`src/rtl/nb_sign_unit_seq_pkg.sv`:
```
// nb_sign_pkg: shared encodings for the digit-serial sign unit.
//   mode_t  : operation select sampled on accept
//   state_t : control FSM states
package nb_sign_pkg;
  typedef enum logic [1:0] {
    MODE_PASS = 2'b00,
    MODE_NEG  = 2'b01,
    MODE_ABS  = 2'b10,
    MODE_RSVD = 2'b11
  } mode_t;

  typedef enum logic [1:0] {
    IDLE = 2'b00,
    BUSY = 2'b01,
    DONE = 2'b10
  } state_t;
endpackage

```
`src/rtl/nb_sign_unit_seq_if.sv`:
```
// nb_sign_unit_seq_if: operand/result handshake bundle of the sign unit.
//   in_valid/in_ready/a/mode     : operand side
//   out_valid/out_ready/y/ovf/zero : result side
//   slave  : the sign unit
//   master : the producer/consumer driving it
interface nb_sign_unit_seq_if #(
  parameter int N = 5
);
  logic         in_valid;
  logic         in_ready;
  logic [N-1:0] a;
  logic [1:0]   mode;
  logic         out_valid;
  logic         out_ready;
  logic [N-1:0] y;
  logic         ovf;
  logic         zero;

  modport slave (
    input  in_valid, a, mode, out_ready,
    output in_ready, out_valid, y, ovf, zero
  );

  modport master (
    output in_valid, a, mode, out_ready,
    input  in_ready, out_valid, y, ovf, zero
  );
endinterface

```
`src/rtl/nb_sign_unit_seq_digit_cinc.sv`:
```
// nb_digit_cinc: one W-bit digit of a rippled two's-complement negation.
//   d    : operand digit
//   inv  : invert the digit before adding
//   cin  : carry from the previous (less significant) digit
//   r    : result digit
//   cout : carry into the next digit
module nb_digit_cinc #(
  parameter int W = 1
) (
  input  logic [W-1:0] d,
  input  logic         inv,
  input  logic         cin,
  output logic [W-1:0] r,
  output logic         cout
);
  logic [W-1:0] dx;

  assign dx        = inv ? ~d : d;
  assign {cout, r} = {1'b0, dx} + {{W{1'b0}}, cin};
endmodule

```
`src/rtl/nb_sign_unit_seq.sv`:
```
// nb_sign_unit_seq: digit-serial pass / negate / abs of an N-bit signed word,
// W bits per clock, LSB digit first.
//   clk   : rising-edge clock
//   rst_n : synchronous active-low reset
//   bus   : operand/result handshake (slave side)
module nb_sign_unit_seq
  import nb_sign_pkg::*;
#(
  parameter int N = 5,
  parameter int W = 1
) (
  input logic              clk,
  input logic              rst_n,
  nb_sign_unit_seq_if.slave bus
);
  localparam int K  = N / W;
  localparam int CW = $clog2(K + 1);

  if (N % W != 0) begin : g_bad_w
    $error("nb_sign_unit_seq: N must be a multiple of W");
  end

  state_t        state, nxt;
  logic [N-1:0]  opr, res, res_nxt;
  logic          carry, cplm, ovf_r;
  logic [CW-1:0] cnt;
  logic [W-1:0]  r;
  logic          cout;
  logic          last, cplm_ld, ovf_ld;

  assign last    = (cnt == CW'(K - 1));
  // Complement on negate, or on abs of a negative operand.
  assign cplm_ld = (bus.mode == MODE_NEG) | ((bus.mode == MODE_ABS) & bus.a[N-1]);
  // Most-negative value has no positive counterpart; the ripple leaves it unchanged.
  assign ovf_ld  = cplm_ld & (bus.a == {1'b1, {(N-1){1'b0}}});

  nb_digit_cinc #(.W(W)) u_digit (
    .d    (opr[W-1:0]),
    .inv  (cplm),
    .cin  (carry),
    .r    (r),
    .cout (cout)
  );

  // Result fills from the MSB end so after K digits the word is aligned.
  if (W == N) begin : g_one_digit
    assign res_nxt = r;
  end else begin : g_multi_digit
    assign res_nxt = {r, res[N-1:W]};
  end

  always_ff @(posedge clk) begin
    if (!rst_n) state <= IDLE;
    else        state <= nxt;
  end

  always_comb begin
    nxt           = state;
    bus.in_ready  = 1'b0;
    bus.out_valid = 1'b0;
    case (state)
      IDLE: begin
        // Gated by rst_n so the unit never advertises ready while held in reset.
        bus.in_ready = rst_n;
        if (bus.in_valid) nxt = BUSY;
      end
      BUSY: if (last) nxt = DONE;
      DONE: begin
        bus.out_valid = 1'b1;
        if (bus.out_ready) nxt = IDLE;
      end
      default: nxt = IDLE;
    endcase
  end

  always_ff @(posedge clk) begin
    if (!rst_n) begin
      opr   <= '0;
      res   <= '0;
      carry <= 1'b0;
      cplm  <= 1'b0;
      ovf_r <= 1'b0;
      cnt   <= '0;
    end else begin
      case (state)
        IDLE: if (bus.in_valid) begin
          opr   <= bus.a;
          cplm  <= cplm_ld;
          carry <= cplm_ld;
          ovf_r <= ovf_ld;
          cnt   <= '0;
        end
        BUSY: begin
          carry <= cout;
          opr   <= opr >> W;
          res   <= res_nxt;
          cnt   <= cnt + 1'b1;
        end
        default: ;
      endcase
    end
  end

  assign bus.y    = res;
  assign bus.ovf  = bus.out_valid & ovf_r;
  assign bus.zero = bus.out_valid & ~|res;
endmodule

```
`src/flat_wrapper.sv`:
```
// flat-port wrapper written by rule: the top's interface ports become plain ports
module nb_sign_unit_seq_flat import nb_sign_pkg::*;
#(
  parameter int N = 5,
  parameter int W = 1
)
  (clk, rst_n, bus_in_valid, bus_a, bus_mode, bus_out_ready, bus_in_ready, bus_out_valid, bus_y, bus_ovf, bus_zero);
  nb_sign_unit_seq_if #(.N(N)) bus_i ();
  input logic clk;
  input logic rst_n;
  input wire logic [$bits(bus_i.in_valid)-1:0] bus_in_valid;
  input wire logic [$bits(bus_i.a)-1:0] bus_a;
  input wire logic [$bits(bus_i.mode)-1:0] bus_mode;
  input wire logic [$bits(bus_i.out_ready)-1:0] bus_out_ready;
  output wire logic [$bits(bus_i.in_ready)-1:0] bus_in_ready;
  output wire logic [$bits(bus_i.out_valid)-1:0] bus_out_valid;
  output wire logic [$bits(bus_i.y)-1:0] bus_y;
  output wire logic [$bits(bus_i.ovf)-1:0] bus_ovf;
  output wire logic [$bits(bus_i.zero)-1:0] bus_zero;
  assign bus_i.in_valid = bus_in_valid;
  assign bus_i.a = bus_a;
  assign bus_i.mode = bus_mode;
  assign bus_i.out_ready = bus_out_ready;
  assign bus_in_ready = bus_i.in_ready;
  assign bus_out_valid = bus_i.out_valid;
  assign bus_y = bus_i.y;
  assign bus_ovf = bus_i.ovf;
  assign bus_zero = bus_i.zero;
  nb_sign_unit_seq #(.N(N), .W(W)) u_core (.clk(clk), .rst_n(rst_n), .bus(bus_i));
endmodule
```
`config.mk`:
```
export PLATFORM = sky130hd
export DESIGN_NAME = nb_sign_unit_seq_flat
export DESIGN_NICKNAME = d
export VERILOG_FILES = /design/src/rtl/nb_sign_unit_seq_pkg.sv /design/src/rtl/nb_sign_unit_seq_if.sv /design/src/rtl/nb_sign_unit_seq_digit_cinc.sv /design/src/rtl/nb_sign_unit_seq.sv /design/src/flat_wrapper.sv
export SDC_FILE = /design/constraint.sdc
export NUM_CORES = 1
export LEC_CHECK = 0
export ABC_CLOCK_PERIOD_IN_PS = 1230
export CAP_MARGIN = 20
export CORE_MARGIN = 4
export CORE_UTILIZATION = 35
export CTS_BUF_LIST = sky130_fd_sc_hd__clkbuf_8
export CTS_CLUSTER_SIZE = 30
export DETAILED_ROUTE_END_ITERATION = 7
export HOLD_SLACK_MARGIN = 0.06
export MAX_ROUTING_LAYER = met4
export PLACE_DENSITY = 0.63
export SETUP_SLACK_MARGIN = 0.02
export SYNTH_ARGS = -nofsm -noshare
export SYNTH_HDL_FRONTEND = slang
export SYNTH_SLANG_ARGS = --single-unit
```
`constraint.sdc`:
```
create_clock -name clk -period 1.23 [get_ports clk]
set_input_delay 0.246 -clock clk [delete_from_list [all_inputs] [get_ports clk]]
set_output_delay 0.246 -clock clk [all_outputs]
set_load 0.03 [all_outputs]
```
==> run summary <==
The path with the worst hold slack has its endpoint at u_core.opr[4]. The power density over the cells is 960 nW/um^2. The final RePlAce weighted congestion came out at roughly 0.80. The transition at the pin with the smallest max-transition slack is approximately 0.24 ns. The post-synthesis cell type count came out at 35. The count of synthesis-stage warnings from yosys is 0. The critical path goes through or4_4, nor3_4, buf_6. The pin count of the biggest net entering global routing is 11. The kind of cell adding the most delay to the critical path is simple AND/OR/NAND/NOR gates. The number of violations reported at the end of detailed-routing iteration 0 came out at 10. The number of standard cells after synthesis came out at between 90 and 100.

The number of max-capacitance violations reported is 0. After synthesis, the cell types taking the most area are dfxtp_1 41%, nand2_1 8.5%, a21oi_1 5.1%, ha_1 4.3%, buf_6 3.8%. The cell taking the most area after synthesis is dfxtp_1.

The number of global-route vias before repair came to between 800 and 900. The post-synthesis instance area is between 800 and 900 um^2. Counting both buffers and inverters, the worst setup path holds a total of 1.

After floorplanning, the core was divided into 17 placement rows. In this run the register-to-register setup slack is -0.02 ns. The fraction of final layout cells with drive strength greater than 1 is 0.471. Static timing analysis puts the maximum clock frequency at between 0.6 and 0.7 GHz. The number of clock buffers inserted by TritonCTS is 3. Input and output buffers added on the ports amount to 19. The worst register-to-register path begins at u_core.state[0]. The total routing resource utilization after global routing is 0.141. For this configuration, the core starts out at a cell density of 0.382. The library cell used most frequently in the layout, excluding fill and tap cells, is buf_4. The routed wire length came out at between 2000 and 2500 um.

The detail-routed net length per standard cell came out at around 13 um. The routed layout has around 840 vias. The main flop type after synthesis is dfxtp_1.

The global-route wire length before repair is 3680 um. The post-route fraction of the period consumed by the critical path came out at 1.32. The routed design could run at a clock period as short as roughly 1.6 ns. In this run the vertical extent of the chip is roughly 58 um. The maximum net fanout on the critical path is 2. In this run the deepest clock path goes through 2 buffers. The post-route worst hold slack is roughly 0.42 ns. The number of storage elements in the synthesis netlist came out at 18. The path class of the lowest-slack min-delay path is input port to flip-flop.

The run finished, with violations left. In the routed layout, each cell is associated on average with a via count of roughly 5.0. In the post-route analysis, the smallest setup slack over all paths is -0.396 ns. The count of TritonRoute iterations in the first routing pass is 4. The worst-skew pair later-pin latency came out at between 0.2 and 0.3 ns.

The startpoint of the lowest-slack hold path is bus_a[4]. The library cells used most frequently in the layout, excluding fill and tap cells, are 23 x buf_4, 20 x nand2_1, 13 x dfxtp_1, 8 x buf_6. The share of the Yosys chip area taken by registers is 0.410.

The total area inside the core boundary comes to 2300 um^2. The end of the worst register-to-register path is u_core.cplm. The final total negative setup slack is -0.636 ns. The number of H-tree levels came out at 1. The number of max-slew violations in the final report came out at 0. The worst-case IR drop observed on VDD is between 0.0007 and 0.0008 V. The mean post-synth cell area is between 8 and 9 um^2. The worst setup timing slack at the placement stage is -0.265 ns.

The synthesized design contains 0 enable-type register cells. The number of antenna violations at the first check in global routing was 0. The count of pins on the block boundary is 20. The endpoint required time on the critical path came out at a little under 1 ns.

The clock input transition at the sequential cells of the worst setup and hold paths is 0.07 ns. In the routed design, unresolved DRC markers number 0. The final number of setup-violating endpoints is 6. The startpoint type of the worst setup path is a flip-flop. The number of cells traversed by the worst hold path is 3. The worst setup path is of the flip-flop to output port kind. Global routing finished with a remaining overflow of 0. The final reports fail on setup timing. The tree is rooted in a clkbuf_8. The slowest stage of the critical path is the or4_4 cell.

The number of cells traversed by the worst register-to-register path is 6. The count of filler cells inserted in the layout came out at roughly 200. The number of clock sinks seen by CTS is 18. The leakage power figure came out at roughly 0.6 nW.

The TritonCTS clock tree is yes. On the worst path, the slowest cell contributes a delay of 0.53 ns. The critical path starts at u_core.bus.y[2]. The die area came out at approximately 3400 um^2. The final clock skew is around 0.0018 ns. The diode insertion count for antenna repair came out at 0.

The remaining antenna violation count after routing is 0. Measured against its own limit, the worst slew margin works out to 0.841. The worst setup path is captured at an output port. The horizontal die dimension came out at approximately 58 um. The number of nets in the synthesized netlist came out at ~110.

The layout overhead on the synthesized area is 60.3%. The fraction of registers with async set or reset after synthesis is 0. The fraction of synthesized cell area taken by the top area cell type is 0.410.

Setup repair after global routing could not meet its margin everywhere. STA puts the critical path data arrival time at 1.38 ns. The final number of hold-violating endpoints is 0. The detailed placer's ending HPWL came out at between 1500 and 2000 um. The net total in the final layout came out at approximately 160.
## cell usage after synthesis, drive strengths merged, types with 2 or more instances
master / instances
nor2b: 2
nor3b: 2
buf: 5
nand2: 20
a22oi: 2
a21oi: 9
inv: 3
nand3: 3
ha: 3
nand2b: 2
o21ai: 2
dfxtp: 18
nor2: 7
a311oi: 4
nor3: 2
## layer usage
metal / global-route usage / vias up / share of wire
met3: 0.0290 / 2 / 0.034
li1: - / 426 / -
met4: 0.0298 / 0 / 0.0055
met2: 0.211 / 11 / 0.47
met1: 0.195 / 404 / 0.49
met5: - / - / 0
## power by group
group / switching (mW) / total [mW] / leakage [nW] / internal [mW]
Combinational: 0.121 / 0.257 / 0.420 / 0.136
Clock: 0.186 / 0.470 / 0.0288 / 0.284
Sequential: 0.0196 / 0.624 / 0.150 / 0.604
Total: 0.326 / 1.35 / 0.599 / 1.02
## tightest hold or removal path, cell delays in order
cell and delay (ns):
dlygate4sd2_1 0.25, a22oi_2 0.07, nor2_1 0.07
## repair_timing
action,CTS,global route
cloned,1,0
gates resized for setup,26,8
setup buffers,5,1
hold buffers,0,0
endpoints found under the setup margin,16,14
pin swaps,8,3
## logic make-up (layout without fill, tap and decap cells)
family	Yosys count	count (layout)	share of synthesized area
AOI/OAI and AO/OA	21	22	0.182
xor gates and xnor gates	1	1	0.00997
adders and majority gates	3	3	0.0427
buffers and inverters	10	50	0.0769
DFF	18	18	0.410
muxes	1	1	0.0114
and+or+nand+nor	45	45	0.266
## area by class of cell
class                      count  area [um^2]  share of cell area
clock buffer                   4         55.1              0.0391
inverter                       4         16.3              0.0116
multi-input combinational     72          552               0.392
sequential                    18          374               0.266
tap                           28         35.0              0.0249
timing repair buffer          42          375               0.267
## flip-flops by register name, indices dropped and copies added, names as in the netlist
| register | cells |
|---|---|
| u_core.ovf_r | 1 |
| u_core.cnt | 3 |
| u_core.opr | 5 |
| u_core.bus.y | 5 |
| u_core.state | 2 |
| u_core.carry | 1 |
| u_core.cplm | 1 |
## stage by stage
stage	power, mW	utilization	cell area, um^2	std cells
after floorplan	0.760	-	915	99
after global placement	0.856	0.525	1200	157
after detailed placement	0.858	0.525	1200	157
after CTS	1.35	0.595	1370	167
after global routing	1.42	0.613	1410	168
final	1.35	0.613	1410	168
## worst max-delay path by stage
stage / endpoint / slack, ns / depth (start not counted)
2_1_floorplan: bus_zero / -0.26 / 2
3_5_place_dp: u_core.ovf_r / -0.27 / 4
5_1_grt: bus_zero / -0.46 / 3
3_3_place_gp: u_core.ovf_r / -0.25 / 3
6_report: bus_zero / -0.40 / 3
4_1_cts: bus_zero / -0.41 / 3
Note: power is estimated with default switching activity, not from simulation.
